## config.mk

```make
export PLATFORM = sky130hd
export DESIGN_NAME = bounce_monitor
export DESIGN_NICKNAME = d
export VERILOG_FILES = /design/src/rtl/bounce_monitor.sv
export SDC_FILE = /design/constraint.sdc
export NUM_CORES = 1
export LEC_CHECK = 0
export CORE_AREA = 2 2 130 132
export DETAILED_ROUTE_END_ITERATION = 10
export DIE_AREA = 0 0 132 134
export SYNTH_ARGS = -nofsm -noshare
export SYNTH_HDL_FRONTEND = slang
export SYNTH_SLANG_ARGS = --single-unit
```

## constraint.sdc

```tcl
create_clock -name CLOCK_50 -period 3.8 [get_ports CLOCK_50]
set_input_delay 0.38 -clock CLOCK_50 [delete_from_list [all_inputs] [get_ports CLOCK_50]]
set_output_delay 0.38 -clock CLOCK_50 [all_outputs]
set_load 0.01 [all_outputs]
```

## src/rtl/bounce_monitor.sv

```systemverilog
// ----------------------------------------------------------------------------
// bounce_monitor
//
// Watches the position/velocity stream of the bouncing-ball physics core (one
// sample per Sample_Valid strobe) and reconstructs flight events from it:
// floor bounces, apex crossings, peak height and duration of the last
// completed flight, and a resting flag once the ball only makes short hops.
// All data is signed q8.24.
//
// Ports
//   CLOCK_50      in   1   system clock
//   Reset_n       in   1   synchronous, active-low reset
//   Sample_Valid  in   1   Position/Velocity valid this cycle
//   Position      in  32   signed q8.24 ball position
//   Velocity      in  32   signed q8.24 ball velocity, positive = upward
//   Bounce_Pulse  out  1   one-cycle pulse per floor bounce
//   Apex_Pulse    out  1   one-cycle pulse at the top of a flight
//   Bounce_Count  out  8   floor bounces since reset, saturating
//   Peak_Height   out 32   max Position of the last completed flight
//   Flight_Steps  out 16   samples between the last two bounces, saturating
//   Resting       out  1   high while in REST
//   State         out  2   IDLE=0, ASCEND=1, DESCEND=2, REST=3
// ----------------------------------------------------------------------------
module bounce_monitor #(
  parameter logic signed [31:0] FLOOR_WINDOW     = 32'sh00010000,
  parameter logic        [15:0] MIN_FLIGHT_STEPS = 16'd64,
  parameter logic        [3:0]  REST_BOUNCES     = 4'd4,
  parameter logic signed [31:0] KICK_THRESH      = 32'sh01000000
) (
  input  logic               CLOCK_50,
  input  logic               Reset_n,
  input  logic               Sample_Valid,
  input  logic signed [31:0] Position,
  input  logic signed [31:0] Velocity,
  output logic               Bounce_Pulse,
  output logic               Apex_Pulse,
  output logic [7:0]         Bounce_Count,
  output logic signed [31:0] Peak_Height,
  output logic [15:0]        Flight_Steps,
  output logic               Resting,
  output logic [1:0]         State
);

  typedef enum logic [1:0] {
    IDLE    = 2'd0,
    ASCEND  = 2'd1,
    DESCEND = 2'd2,
    REST    = 2'd3
  } state_t;

  state_t             state_q, state_d;
  logic               bounce_pulse_q, bounce_pulse_d;
  logic               apex_pulse_q, apex_pulse_d;
  logic [7:0]         bounce_count_q, bounce_count_d;
  logic signed [31:0] peak_height_q, peak_height_d;
  logic [15:0]        flight_steps_q, flight_steps_d;
  logic               resting_q, resting_d;
  logic signed [31:0] run_max_q, run_max_d;
  logic [15:0]        step_cnt_q, step_cnt_d;
  logic [3:0]         short_cnt_q, short_cnt_d;

  // Shared per-sample terms.
  logic [15:0]        step_inc;
  logic signed [31:0] max_upd;
  logic               floor_rise;
  logic [3:0]         short_next;

  always_comb begin
    step_inc   = (step_cnt_q == 16'hFFFF) ? 16'hFFFF : step_cnt_q + 16'd1;
    max_upd    = (Position > run_max_q) ? Position : run_max_q;
    floor_rise = (Velocity > 32'sd0) && (Position <= FLOOR_WINDOW);
    // A flight's length is the step count including the bouncing sample,
    // which is exactly step_inc; a long flight breaks the short-hop streak.
    if (step_inc < MIN_FLIGHT_STEPS) begin
      short_next = (short_cnt_q == 4'hF) ? 4'hF : short_cnt_q + 4'd1;
    end else begin
      short_next = 4'd0;
    end
  end

  always_comb begin
    // NOTE: every variable gets a default first so no path leaves it
    // unassigned, which would otherwise infer a latch.
    state_d        = state_q;
    bounce_pulse_d = 1'b0;
    apex_pulse_d   = 1'b0;
    bounce_count_d = bounce_count_q;
    peak_height_d  = peak_height_q;
    flight_steps_d = flight_steps_q;
    run_max_d      = run_max_q;
    step_cnt_d     = step_cnt_q;
    short_cnt_d    = short_cnt_q;

    if (Sample_Valid) begin
      if (state_q != IDLE) begin
        step_cnt_d = step_inc;
        run_max_d  = max_upd;
      end

      // Bounce bookkeeping is identical in DESCEND and REST; only the
      // resulting state differs, which is decided in the case below.
      if (floor_rise && (state_q == DESCEND || state_q == REST)) begin
        bounce_pulse_d = 1'b1;
        bounce_count_d = (bounce_count_q == 8'hFF) ? 8'hFF
                                                   : bounce_count_q + 8'd1;
        peak_height_d  = max_upd;
        flight_steps_d = step_inc;
        step_cnt_d     = 16'd0;
        run_max_d      = Position;
        short_cnt_d    = short_next;
      end

      unique case (state_q)
        IDLE: begin
          state_d    = (Velocity > 32'sd0) ? ASCEND : DESCEND;
          run_max_d  = Position;
          step_cnt_d = 16'd0;
        end
        ASCEND: begin
          if (Velocity <= 32'sd0) begin
            apex_pulse_d = 1'b1;
            state_d      = DESCEND;
          end
        end
        DESCEND: begin
          if (floor_rise) begin
            state_d = (short_next >= REST_BOUNCES) ? REST : ASCEND;
          end else if (Velocity > 32'sd0) begin
            // Upward velocity well above the floor is a mid-air kick: the
            // flight continues, so counters and running max are kept.
            state_d = ASCEND;
          end
        end
        REST: begin
          // A strong upward kick restarts tracking from scratch; it wins
          // over any bounce bookkeeping done for the same sample.
          if (Velocity >= KICK_THRESH) begin
            state_d     = ASCEND;
            short_cnt_d = 4'd0;
            step_cnt_d  = 16'd0;
            run_max_d   = Position;
          end
        end
        default: state_d = IDLE;
      endcase
    end

    resting_d = (state_d == REST);
  end

  // NOTE: sequential state uses non-blocking assignments so every flop
  // samples its pre-edge inputs regardless of statement order.
  always_ff @(posedge CLOCK_50) begin
    if (!Reset_n) begin
      state_q        <= IDLE;
      bounce_pulse_q <= 1'b0;
      apex_pulse_q   <= 1'b0;
      bounce_count_q <= 8'd0;
      peak_height_q  <= 32'sd0;
      flight_steps_q <= 16'd0;
      resting_q      <= 1'b0;
      run_max_q      <= 32'sd0;
      step_cnt_q     <= 16'd0;
      short_cnt_q    <= 4'd0;
    end else begin
      state_q        <= state_d;
      bounce_pulse_q <= bounce_pulse_d;
      apex_pulse_q   <= apex_pulse_d;
      bounce_count_q <= bounce_count_d;
      peak_height_q  <= peak_height_d;
      flight_steps_q <= flight_steps_d;
      resting_q      <= resting_d;
      run_max_q      <= run_max_d;
      step_cnt_q     <= step_cnt_d;
      short_cnt_q    <= short_cnt_d;
    end
  end

  assign Bounce_Pulse = bounce_pulse_q;
  assign Apex_Pulse   = apex_pulse_q;
  assign Bounce_Count = bounce_count_q;
  assign Peak_Height  = peak_height_q;
  assign Flight_Steps = flight_steps_q;
  assign Resting      = resting_q;
  assign State        = state_q;

endmodule

```

==> results by group <==
GRT
  • Largest net degree at the start of global routing: around 60
  • Initial antenna violation count: 0
  • Number of global-route vias before repair: 5853
  • Global Route Usage Sum: 20.48%
  • Total grt overflow: 0
  • First-pass GRT wire length: 29480 um

STA
  • Min Tclk post-route: 3.209 ns
  • Crit share post-route: 84.46%
  • Slew Limit Fails: 0
  • Setup TNS: 0 ns
  • Relative slew slack: 32.01%
  • Fin. Hold Viols: 0
  • Max Freq: 311.6 MHz
  • Clk_skew: 0.007435 ns
  • Hold Worst Slack: 0.4174 ns
  • Slew @ Worst Pin: 1.019 ns
  • Endpoints failing setup: 0
  • RSZ-0062 raised after global routing: no

Drt
  • Highest metal used: met4
  • Detailed Route Iter0 Violations: between 300 and 400
  • TritonRoute pass-1 iters: 5
  • DRC: 0
  • Met3 routed WL: 1001 um
  • DR WL met2: roughly 8300 um
  • Routed Antenna Nets: 0
  • Post-Route WL: 17940 um
  • M1 WL: 8296 um
  • Vias per std cell: 5.595
  • WL per Instance: 16.36 um
  • DR vias: 6138

Hold path
  • Hold crit path type: primary input to flip-flop
  • Hold Path End: Peak_Height[25]$_SDFFE_PN0P_
  • Hold-critical path depth: 3
  • HP Start: Reset_n

Placed design
  • Dpl cell area: 0.007800 mm^2
  • Gp weighted congestion: 0.8855
  • Cells after DPL: 1067
  • Port buffer count: 127
  • DPL Wire Length: 12500 um

Cells and area
  • Number of diodes: 0
  • Cell area after layout: ~0.0084 mm^2
  • Area Overhead vs Synth: 31.69%
  • Layout cells sized above 1: around 7.1%
  • Fill cell count: 1491
  • Layout net count: 972
  • Fin cells: approximately 1100

Logic synthesis
  • Register area share after synthesis: 35.52%
  • Post-Syn Area: ~0.0064 mm^2
  • Number of synthesized flops with an enable pin: 0
  • Yosys reg bits: 113
  • Yosys top cell area share: ~36%
  • Async set-reset flop share out of synthesis: 0%
  • Post-synth top area cell: dfxtp_1
  • Synthesized net count: 860
  • Post-Syn Instances: roughly 750
  • Yosys synthesis warning count: 0
  • Top_reg_cell synth: dfxtp_1
  • Post-synth top cells: dfxtp_1 (113), a21oi_1 (82), nor2_1 (62)
  • Most area-consuming cells after synthesis: dfxtp_1 (36%), ha_1 (7.7%), a21oi_1 (6.4%)
  • Top-count cell post-synth: dfxtp_1
  • Yosys cell types: 62
  • Syn Area/Cell: 8.446 um^2

Floorplan
  • Core Box Area: between 0.015 and 0.02 mm^2
  • Die Span Y: 134 um
  • Die footprint: ~0.018 mm^2
  • Row count: 47
  • Die X: about 130 um
  • Top Ports: 128
  • Initial Util: 39.10%

Clock network
  • Cts hold-fix bufs: 0
  • CTS tree: built
  • Root Driver: clkbuf_16
  • Setup repair bufs after CTS: 0
  • Inserted Clock Buffers: 17
  • Post-CTS resize count: 0
  • Clock buffer depth: 2
  • TritonCTS Sinks: 113
  • Clk slew on worst S/H paths: 0.05 ns
  • H-tree depth: 4
  • Worst-Skew Late Latency: 0.43 ns

Critical path
  • Worst reg-to-reg path cell count: 9
  • Worst Setup Path Type: primary input to flip-flop
  • Worst r2r src: step_cnt_q[0]$_SDFFE_PN0P_
  • Critical Path End Type: flip-flop
  • Critical Path RT: 4.16 ns
  • Reg2Reg Setup Slack: 0.68 ns
  • R2r endpoint: short_cnt_q[2]$_SDFFE_PN0P_
  • Max Fanout on Critical Path: 19
  • Worst Path Arrival: 3.57 ns
  • Critical path startpoint category: primary input

Run
  • Max capacitance violation total: 0

Power
  • Pwr/cell area: 421.7 mW/mm^2
  • Tot Pwr: 3537 uW
  • Peak supply drop: approximately 0.34 mV
  • Lkg Pwr: 0.003253 uW

Outcome
  • Status: finished, final reports clean
## registers in the layout (all words and copies together) (netlist names)
signal / count
Bounce_Count: 8
Bounce_Pulse: 1
short_cnt_q: 4
Apex_Pulse: 1
Resting: 1
run_max_q: 32
State: 2
Flight_Steps: 16
step_cnt_q: 16
Peak_Height: 32
## critical path, cell delays in order
cell and delay (ns):
clkdlybuf4s50_1 0.50, ha_1 0.36, a21oi_1 0.14, o21ai_0 0.10, a221oi_1 0.31, o211ai_1 0.17
a311oi_1 0.46, a21oi_4 0.14, o21ai_2 0.76, a22o_1 0.24
## kinds of logic (layout without fill, tap and decap cells)
group | count (synthesis) | after routing | share of synthesized area (%)
simple gates | 225 | 225 | 18.37
fa+ha+maj | 39 | 39 | 7.662
compound gates | 237 | 237 | 24.38
flops | 113 | 113 | 35.52
xor+xnor | 7 | 7 | 0.9627
mux | 39 | 39 | 6.169
buf+inv | 94 | 217 | 6.935
## where the power goes
group	leakage [uW]	switching, uW	internal [uW]	total (uW)
combinational	0.00205	352	292	644
clock	0.000290	539	1070	1610
sequential	0.000917	45.7	1240	1280
total	0.00325	937	2600	3540
## per-layer routing
metal / global-route usage, % / vias up
met5: 0 / -
met4: 8.454 / 0
met3: 4.535 / 26
met2: 32.99 / 180
met1: 26.63 / 2901
li1: - / 3031
## layout by cell type, fill, tap and decap left out, drive strengths merged, types with 20 or more instances in the layout
cell	instances
clkdlybuf4s50	126
dfxtp	113
a21oi	82
nor2	62
o21ai	50
nand2	45
inv	43
ha	39
mux2i	37
nand3	31
clkbuf	24
and4	20
## stage by stage
stage | utilization (%) | worst slack [ns]
after floorplan | - | 1.178
after global placement | 47.88 | 0.2631
after detailed placement | 47.88 | 0.1610
after CTS | 51.49 | 0.6124
after global routing | 51.49 | 0.4079
final | 51.49 | 0.5907
## worst max-delay path by stage
stage,start,to,cells past startpoint
2_1_floorplan,run_max_q[1]$_SDFFE_PN0P_,Peak_Height[11]$_SDFFE_PN0P_,12
3_3_place_gp,Position[7],run_max_q[12]$_SDFFE_PN0P_,10
3_5_place_dp,Position[7],run_max_q[23]$_SDFFE_PN0P_,10
4_1_cts,Position[7],run_max_q[27]$_SDFFE_PN0P_,10
5_1_grt,Position[5],run_max_q[9]$_SDFFE_PN0P_,10
6_report,Position[7],run_max_q[23]$_SDFFE_PN0P_,10
## final cells by class
cell class                 count  area [um^2]  area share, %
clock buffer                  24        481.7          5.744
clock inverter                 6        105.1          1.253
inverter                      43        161.4          1.925
multi-input combinational    547         3682          43.91
sequential                   113         2262          26.97
tap                          220        275.3          3.282
timing repair buffer         144         1419          16.92
(Power assumes the default switching activity.)
